File: src/rtl/king_pkg.sv
// Shared definitions for the KingProcessador multi-cycle sequencer: state codes,
// instruction class encoding and the decoded-flag priority resolver.
package king_pkg;

  localparam int unsigned STATE_W             = 3;
  localparam int unsigned CLASS_W             = 3;
  localparam int unsigned DEBOUNCE_CYCLES_DEF = 16;

  typedef enum logic [STATE_W-1:0] {
    ST_IDLE    = 3'd0,
    ST_FETCH   = 3'd1,
    ST_DECODE  = 3'd2,
    ST_EXEC    = 3'd3,
    ST_MEM     = 3'd4,
    ST_WAIT_IN = 3'd5,
    ST_WRITE   = 3'd6,
    ST_HALT    = 3'd7
  } state_e;

  typedef enum logic [CLASS_W-1:0] {
    CLS_ALU    = 3'd0,
    CLS_HALT   = 3'd1,
    CLS_IN     = 3'd2,
    CLS_OUT    = 3'd3,
    CLS_LOAD   = 3'd4,
    CLS_STORE  = 3'd5,
    CLS_BRANCH = 3'd6
  } class_e;

  typedef struct packed {
    logic halt;
    logic in;
    logic out;
    logic load;
    logic store;
    logic branch;
  } op_flags_t;

  // Highest-priority flag wins; lower ones are dropped.
  function automatic class_e classify(input op_flags_t f);
    if (f.halt)   return CLS_HALT;
    if (f.in)     return CLS_IN;
    if (f.out)    return CLS_OUT;
    if (f.load)   return CLS_LOAD;
    if (f.store)  return CLS_STORE;
    if (f.branch) return CLS_BRANCH;
    return CLS_ALU;
  endfunction

endpackage

File: src/rtl/debounce_confirma.sv
// Operator confirm button conditioning: 2-flop synchronizer, stability counter,
// debounced level and a one-cycle pulse on each accepted rising edge.
module debounce_confirma
  import king_pkg::*;
#(
  parameter int unsigned DEBOUNCE_CYCLES = DEBOUNCE_CYCLES_DEF
) (
  input  logic clk_i,
  input  logic rst_ni,
  input  logic btn_i,
  output logic level_o,
  output logic rise_o
);

  localparam int unsigned CW = (DEBOUNCE_CYCLES < 2) ? 1 : $clog2(DEBOUNCE_CYCLES + 1);
  localparam logic [CW-1:0] CNT_LAST = CW'(DEBOUNCE_CYCLES - 1);

  logic          sync1_q, sync2_q;
  logic [CW-1:0] cnt_q, cnt_d;
  logic          level_q, level_d;
  logic          rise_q, rise_d;

  // Count consecutive cycles the synchronized input disagrees with the level.
  always_comb begin
    cnt_d   = '0;
    level_d = level_q;
    rise_d  = 1'b0;
    if (sync2_q != level_q) begin
      if (cnt_q == CNT_LAST) begin
        level_d = sync2_q;
        rise_d  = sync2_q;
      end else begin
        cnt_d = cnt_q + CW'(1);
      end
    end
  end

  always_ff @(posedge clk_i or negedge rst_ni) begin
    if (!rst_ni) begin
      sync1_q <= 1'b0;
      sync2_q <= 1'b0;
      cnt_q   <= '0;
      level_q <= 1'b0;
      rise_q  <= 1'b0;
    end else begin
      sync1_q <= btn_i;
      sync2_q <= sync1_q;
      cnt_q   <= cnt_d;
      level_q <= level_d;
      rise_q  <= rise_d;
    end
  end

  assign level_o = level_q;
  assign rise_o  = rise_q;

endmodule

File: src/rtl/sequenciador_multiciclo.sv
// Multi-cycle FETCH/DECODE/EXEC/MEM/WRITE sequencer for the KingProcessador datapath,
// gating PC, IR, register-file, RAM and display strobes and stalling on operator input.
module sequenciador_multiciclo
  import king_pkg::*;
#(
  parameter int unsigned DEBOUNCE_CYCLES = DEBOUNCE_CYCLES_DEF,
  parameter int unsigned CNT_W           = 16
) (
  input  logic               clock,
  input  logic               reset,
  input  logic               run,
  input  logic               op_halt,
  input  logic               op_in,
  input  logic               op_out,
  input  logic               op_load,
  input  logic               op_store,
  input  logic               op_branch,
  input  logic               confirma,
  output logic               ir_en,
  output logic               mem_we,
  output logic               reg_we,
  output logic               in_sel,
  output logic               out_en,
  output logic               pc_en,
  output logic               in_wait,
  output logic               halted,
  output logic [STATE_W-1:0] estado,
  output logic [CNT_W-1:0]   retired
);

  state_e           state_q, state_d;
  class_e           cls_q, cls_d;
  op_flags_t        flags;
  logic             btn_level, btn_rise;
  logic             ir_en_q, ir_en_d;
  logic             mem_we_q, mem_we_d;
  logic             reg_we_q, reg_we_d;
  logic             in_sel_q, in_sel_d;
  logic             out_en_q, out_en_d;
  logic             pc_en_q, pc_en_d;
  logic             in_wait_q, in_wait_d;
  logic             halted_q, halted_d;
  logic [CNT_W-1:0] retired_q, retired_d;

  assign flags = '{halt: op_halt, in: op_in, out: op_out,
                   load: op_load, store: op_store, branch: op_branch};

  debounce_confirma #(
    .DEBOUNCE_CYCLES(DEBOUNCE_CYCLES)
  ) u_debounce (
    .clk_i  (clock),
    .rst_ni (reset),
    .btn_i  (confirma),
    .level_o(btn_level),
    .rise_o (btn_rise)
  );

  // Next state plus strobes decoded from the upcoming state, so every output is a flop.
  always_comb begin
    state_d   = state_q;
    cls_d     = cls_q;
    retired_d = retired_q;

    case (state_q)
      ST_IDLE:    if (run) state_d = ST_FETCH;
      ST_FETCH:   state_d = ST_DECODE;
      ST_DECODE: begin
        cls_d   = classify(flags);
        state_d = (cls_d == CLS_HALT) ? ST_HALT : ST_EXEC;
      end
      ST_EXEC: begin
        case (cls_q)
          CLS_IN:              state_d = ST_WAIT_IN;
          CLS_LOAD, CLS_STORE: state_d = ST_MEM;
          default:             state_d = ST_WRITE;
        endcase
      end
      ST_MEM:     state_d = ST_WRITE;
      ST_WAIT_IN: if (btn_rise && btn_level) state_d = ST_WRITE;
      ST_WRITE:   state_d = run ? ST_FETCH : ST_IDLE;
      ST_HALT:    state_d = ST_HALT;
      default:    state_d = ST_IDLE;
    endcase

    ir_en_d   = (state_d == ST_FETCH);
    mem_we_d  = (state_d == ST_MEM) && (cls_d == CLS_STORE);
    reg_we_d  = (state_d == ST_WRITE) && (cls_d inside {CLS_ALU, CLS_LOAD, CLS_IN});
    in_sel_d  = (state_d == ST_WRITE) && (cls_d == CLS_IN);
    out_en_d  = (state_d == ST_WRITE) && (cls_d == CLS_OUT);
    pc_en_d   = (state_d == ST_WRITE);
    in_wait_d = (state_d == ST_WAIT_IN);
    halted_d  = (state_d == ST_HALT);

    if (pc_en_q) retired_d = retired_q + CNT_W'(1);
  end

  always_ff @(posedge clock or negedge reset) begin
    if (!reset) begin
      state_q   <= ST_IDLE;
      cls_q     <= CLS_ALU;
      ir_en_q   <= 1'b0;
      mem_we_q  <= 1'b0;
      reg_we_q  <= 1'b0;
      in_sel_q  <= 1'b0;
      out_en_q  <= 1'b0;
      pc_en_q   <= 1'b0;
      in_wait_q <= 1'b0;
      halted_q  <= 1'b0;
      retired_q <= '0;
    end else begin
      state_q   <= state_d;
      cls_q     <= cls_d;
      ir_en_q   <= ir_en_d;
      mem_we_q  <= mem_we_d;
      reg_we_q  <= reg_we_d;
      in_sel_q  <= in_sel_d;
      out_en_q  <= out_en_d;
      pc_en_q   <= pc_en_d;
      in_wait_q <= in_wait_d;
      halted_q  <= halted_d;
      retired_q <= retired_d;
    end
  end

  assign ir_en   = ir_en_q;
  assign mem_we  = mem_we_q;
  assign reg_we  = reg_we_q;
  assign in_sel  = in_sel_q;
  assign out_en  = out_en_q;
  assign pc_en   = pc_en_q;
  assign in_wait = in_wait_q;
  assign halted  = halted_q;
  assign estado  = state_q;
  assign retired = retired_q;

endmodule

File: config.mk
export PLATFORM = sky130hd
export DESIGN_NAME = sequenciador_multiciclo
export DESIGN_NICKNAME = d
export VERILOG_FILES = /design/src/rtl/king_pkg.sv /design/src/rtl/debounce_confirma.sv /design/src/rtl/sequenciador_multiciclo.sv
export SDC_FILE = /design/constraint.sdc
export NUM_CORES = 1
export LEC_CHECK = 0
export CORE_MARGIN = 5
export CORE_UTILIZATION = 45
export CTS_CLUSTER_DIAMETER = 60
export DETAILED_ROUTE_END_ITERATION = 16
export GPL_TIMING_DRIVEN = 0
export PLACE_DENSITY_LB_ADDON = 0.25
export SLEW_MARGIN = 15
export SYNTH_ARGS = -nofsm -noshare
export SYNTH_HDL_FRONTEND = slang
export SYNTH_SLANG_ARGS = --single-unit
File: constraint.sdc
create_clock -name clock -period 1.9 [get_ports clock]
set_input_delay 0.285 -clock clock [delete_from_list [all_inputs] [get_ports clock]]
set_output_delay 0.285 -clock clock [all_outputs]
set_load 0.005 [all_outputs]
==> flow_metrics.env <==
export IMPL_synth_async_reset_ratio_pct=100
export IMPL_syn_inst=144
export IMPL_vias_per_cell=5.30
export IMPL_synth_distinct_cells=44
export IMPL_vdd_drop_max_mv=0.577
export IMPL_yosys_warnings=0
export IMPL_cts_root_buffer="clkbuf_8"
export IMPL_synth_edf_count=0
export IMPL_slew_headroom_pct=69.2
export IMPL_grt_max_degree=30
export IMPL_fp_coreArea_um2=3690
export IMPL_synth_nets=156
export IMPL_routed_wirelength_um=3360
export IMPL_clkTransAtPathRegs_ps=70
export IMPL_cts_repair_resized=0
export IMPL_hp_start="u_debounce.sync1_q$_DFF_PN0_"
export IMPL_wire_per_inst_um=14.1
export IMPL_start_kind="register"
export IMPL_reg2reg_to="reg_we$_DFF_PN0_"
export IMPL_drc=0
export IMPL_setup_viol=0
export IMPL_fin_crit_sh_pct=91.1
export IMPL_synthFlopType="dfrtp_1"
export IMPL_io_buffers=36
export IMPL_syn2layout_area_growth_pct=30.6
export IMPL_slew_violations=0
export IMPL_antenna_found_initial=0
export IMPL_cp_num_buf_inv=1
export IMPL_holdCritPathClass="register to register"
export IMPL_required_ps=2090
export IMPL_dieWidth_um=72.0
export IMPL_fmax_mhz=578
export IMPL_finalClockSkew_ps=6.88
export IMPL_cts_setup_buffers=0
export IMPL_cts_buffers=5
export IMPL_crit_fanout=10
export IMPL_grt_pass1_wl_um=5860
export IMPL_path_cells="buf_2 > mux2_1 > o32ai_2 > o21ai_2 > a2111oi_4"
export IMPL_fp_dieH_um=72.0
export IMPL_grt_usage_pct=14.6
export IMPL_gp_congestion=0.769
export IMPL_dpl_cell_count=229
export IMPL_min_to="u_debounce.sync2_q$_DFF_PN0_"
export IMPL_htreeDepth=2
export IMPL_cp_top_family="compound AO/OA/AOI/OAI gates"
export IMPL_crit_path_end_kind="register"
export IMPL_dr_pass1_iters=4
export IMPL_grt_overflow_total=0
export IMPL_status="completed"
export IMPL_start_util_pct=46.9
export IMPL_synth_area_per_cell_um2=12.0
export IMPL_clock_latency_ps=290
export IMPL_grt_pass1_vias=1259
export IMPL_die_area_um2=5190
export IMPL_ant_nets=0
export IMPL_tightestPinTransition_ps=459
export IMPL_power_leakage_nw=0.986
export IMPL_rsz0062_at_grt="false"
export IMPL_rows=22
export IMPL_clock_path_buffers=2
export IMPL_synth_seq_cells=39
export IMPL_synth_cell_area_um2=1730
export IMPL_final_hold_viol_count=0
export IMPL_cts_sinks=39
export IMPL_cts_tree="done"
export IMPL_io_pins=37
export IMPL_nNetsFinal=201
export IMPL_reg2reg_setup_slack_ps=170
export IMPL_regToRegStartpoint="estado[2]$_DFF_PN0_"
export IMPL_path_class="register to register"
export IMPL_cp_data_arrival_time_ps=1920
export IMPL_p_per_area_nw_per_um2=1210
export IMPL_hold_depth=0
export IMPL_finalSetupTns_ps=0
export IMPL_maxCapViolations=0
export IMPL_fin_cells=238
export IMPL_crit_path_max_incr_delay_ps=360
export IMPL_diodes=0
export IMPL_slowest_stage="dfrtp_1"
export IMPL_detailed_place_hpwl_um=2600
export IMPL_reg2reg_depth=5
export IMPL_nFillCells=302
export IMPL_drive_above_1_share_pct=12.1
export IMPL_vias=1261
export IMPL_seq_area_frac_synth_pct=56.4
export IMPL_finalCriticalPeriod_ps=1730
export IMPL_drt_initial_drc_count=101
-- worst reg2reg max path, cell delays in order (launching register included) --
cell and delay, ps:
dfrtp_1 360, buf_2 220, mux2_1 360, o32ai_2 190, o21ai_2 180, a2111oi_4 330
-- repair_timing --
item	CTS	global route
endpoints found under the setup margin	0	0
hold buffers	1	0
endpoints found under the hold margin	10	0
-- placed cells by master, fill, tap and decap left out, types with 3 or more instances in the layout --
| master | instances |
|---|---|
| and3_1 | 6 |
| inv_1 | 4 |
| nand2_1 | 8 |
| xor2_1 | 4 |
| nor3b_1 | 3 |
| clkbuf_8 | 5 |
| buf_2 | 3 |
| xnor2_1 | 14 |
| nor4_1 | 3 |
| nand3_1 | 7 |
| nand4_1 | 5 |
| nor3_1 | 3 |
| clkdlybuf4s50_1 | 35 |
| nor2b_1 | 3 |
| dfrtp_1 | 39 |
| nor2_1 | 8 |
-- cell type report --
| class | instances | area, um2 | area share, % |
|---|---|---|---|
| Inverter | 5 | 18.8 | 0.830 |
| Timing Repair Buffer | 38 | 385 | 17.0 |
| Tap cell | 48 | 60.1 | 2.65 |
| Multi-Input combinational cell | 96 | 716 | 31.6 |
| Sequential cell | 39 | 976 | 43.1 |
| Clock inverter | 2 | 12.5 | 0.553 |
| Clock buffer | 6 | 72.6 | 3.21 |
| Buffer | 4 | 21.3 | 0.940 |
-- worst max path at each step --
| stage | endpoint | slack (ps) | cells past startpoint | from |
|---|---|---|---|---|
| 2_1_floorplan | reg_we$_DFF_PN0_ | 260 | 5 | estado[2]$_DFF_PN0_ |
| 3_3_place_gp | retired[15]$_DFFE_PN0P_ | -320 | 1 | reset |
| 3_5_place_dp | reg_we$_DFF_PN0_ | 80 | 5 | op_halt |
| 4_1_cts | reg_we$_DFF_PN0_ | 160 | 5 | estado[2]$_DFF_PN0_ |
| 5_1_grt | reg_we$_DFF_PN0_ | 10 | 5 | estado[2]$_DFF_PN0_ |
| 6_report | reg_we$_DFF_PN0_ | 170 | 5 | estado[2]$_DFF_PN0_ |
-- cells in the mapped netlist (2+ instances only) --
| library cell | number | share of area (%) |
|---|---|---|
| nor2_1 | 8 | 1.7 |
| nor3b_1 | 3 | 1.3 |
| o21bai_1 | 2 | 0.87 |
| nand2_1 | 8 | 1.7 |
| mux2_2 | 2 | 1.3 |
| nor4_1 | 3 | 1.1 |
| and3_1 | 6 | 2.2 |
| dfrtp_1 | 39 | 56 |
| inv_1 | 4 | 0.87 |
| nor2b_1 | 3 | 1.1 |
| xor2_1 | 4 | 2.0 |
| ha_1 | 2 | 1.4 |
| buf_2 | 2 | 0.58 |
| xnor2_1 | 14 | 7.1 |
| and4_1 | 2 | 1.0 |
| o211ai_1 | 2 | 0.87 |
| nand3_1 | 7 | 2.0 |
| nand4_1 | 5 | 1.8 |
| nor3_1 | 3 | 0.87 |
-- per-layer routing --
| layer | track usage, % | part of all wire, % |
|---|---|---|
| met1 | 18.8 | 44 |
| met5 | 0 | 0 |
| met3 | 4.16 | 4.6 |
| met4 | 6.47 | 2.4 |
| met2 | 23.0 | 49 |
-- flip-flops by register name (all words and copies together) (netlist names), 3 cells and up --
name              flops
cls_q                 3
u_debounce.cnt_q      5
retired              16
estado                3
-- per-stage QoR --
step / hold slack [ps] / area [um2] / utilization, % / total power [mW] / setup WS [ps]
3_3_place_gp: 344 / 2150 / 58.3 / 2.18 / -322
2_1_floorplan: -10.6 / 1730 / - / 1.78 / 265
5_1_grt: 380 / 2260 / 61.3 / 2.97 / 14.5
3_5_place_dp: 182 / 2170 / 58.8 / 2.23 / 83.4
4_1_cts: 360 / 2260 / 61.3 / 2.79 / 164
6_report: 357 / 2260 / 61.3 / 2.74 / 169
-- power by group --
group          internal, mW  switching (mW)
sequential            0.992           0.143
combinational         0.553           0.522
clock                 0.256           0.278
total                  1.80           0.943
-- logic make-up (layout without fill, tap and decap cells) --
kind of cell | after synthesis | count (layout) | synth area share, %
DFF | 39 | 39 | 56.4
and+or+nand+nor | 56 | 56 | 19.2
xor gates and xnor gates | 18 | 18 | 9.10
buffers and inverters | 9 | 55 | 2.31
muxes | 3 | 3 | 1.95
adders and majority gates | 2 | 2 | 1.44
AOI/OAI and AO/OA | 17 | 17 | 9.61
No activity file was read; power rests on OpenSTA's default activity.
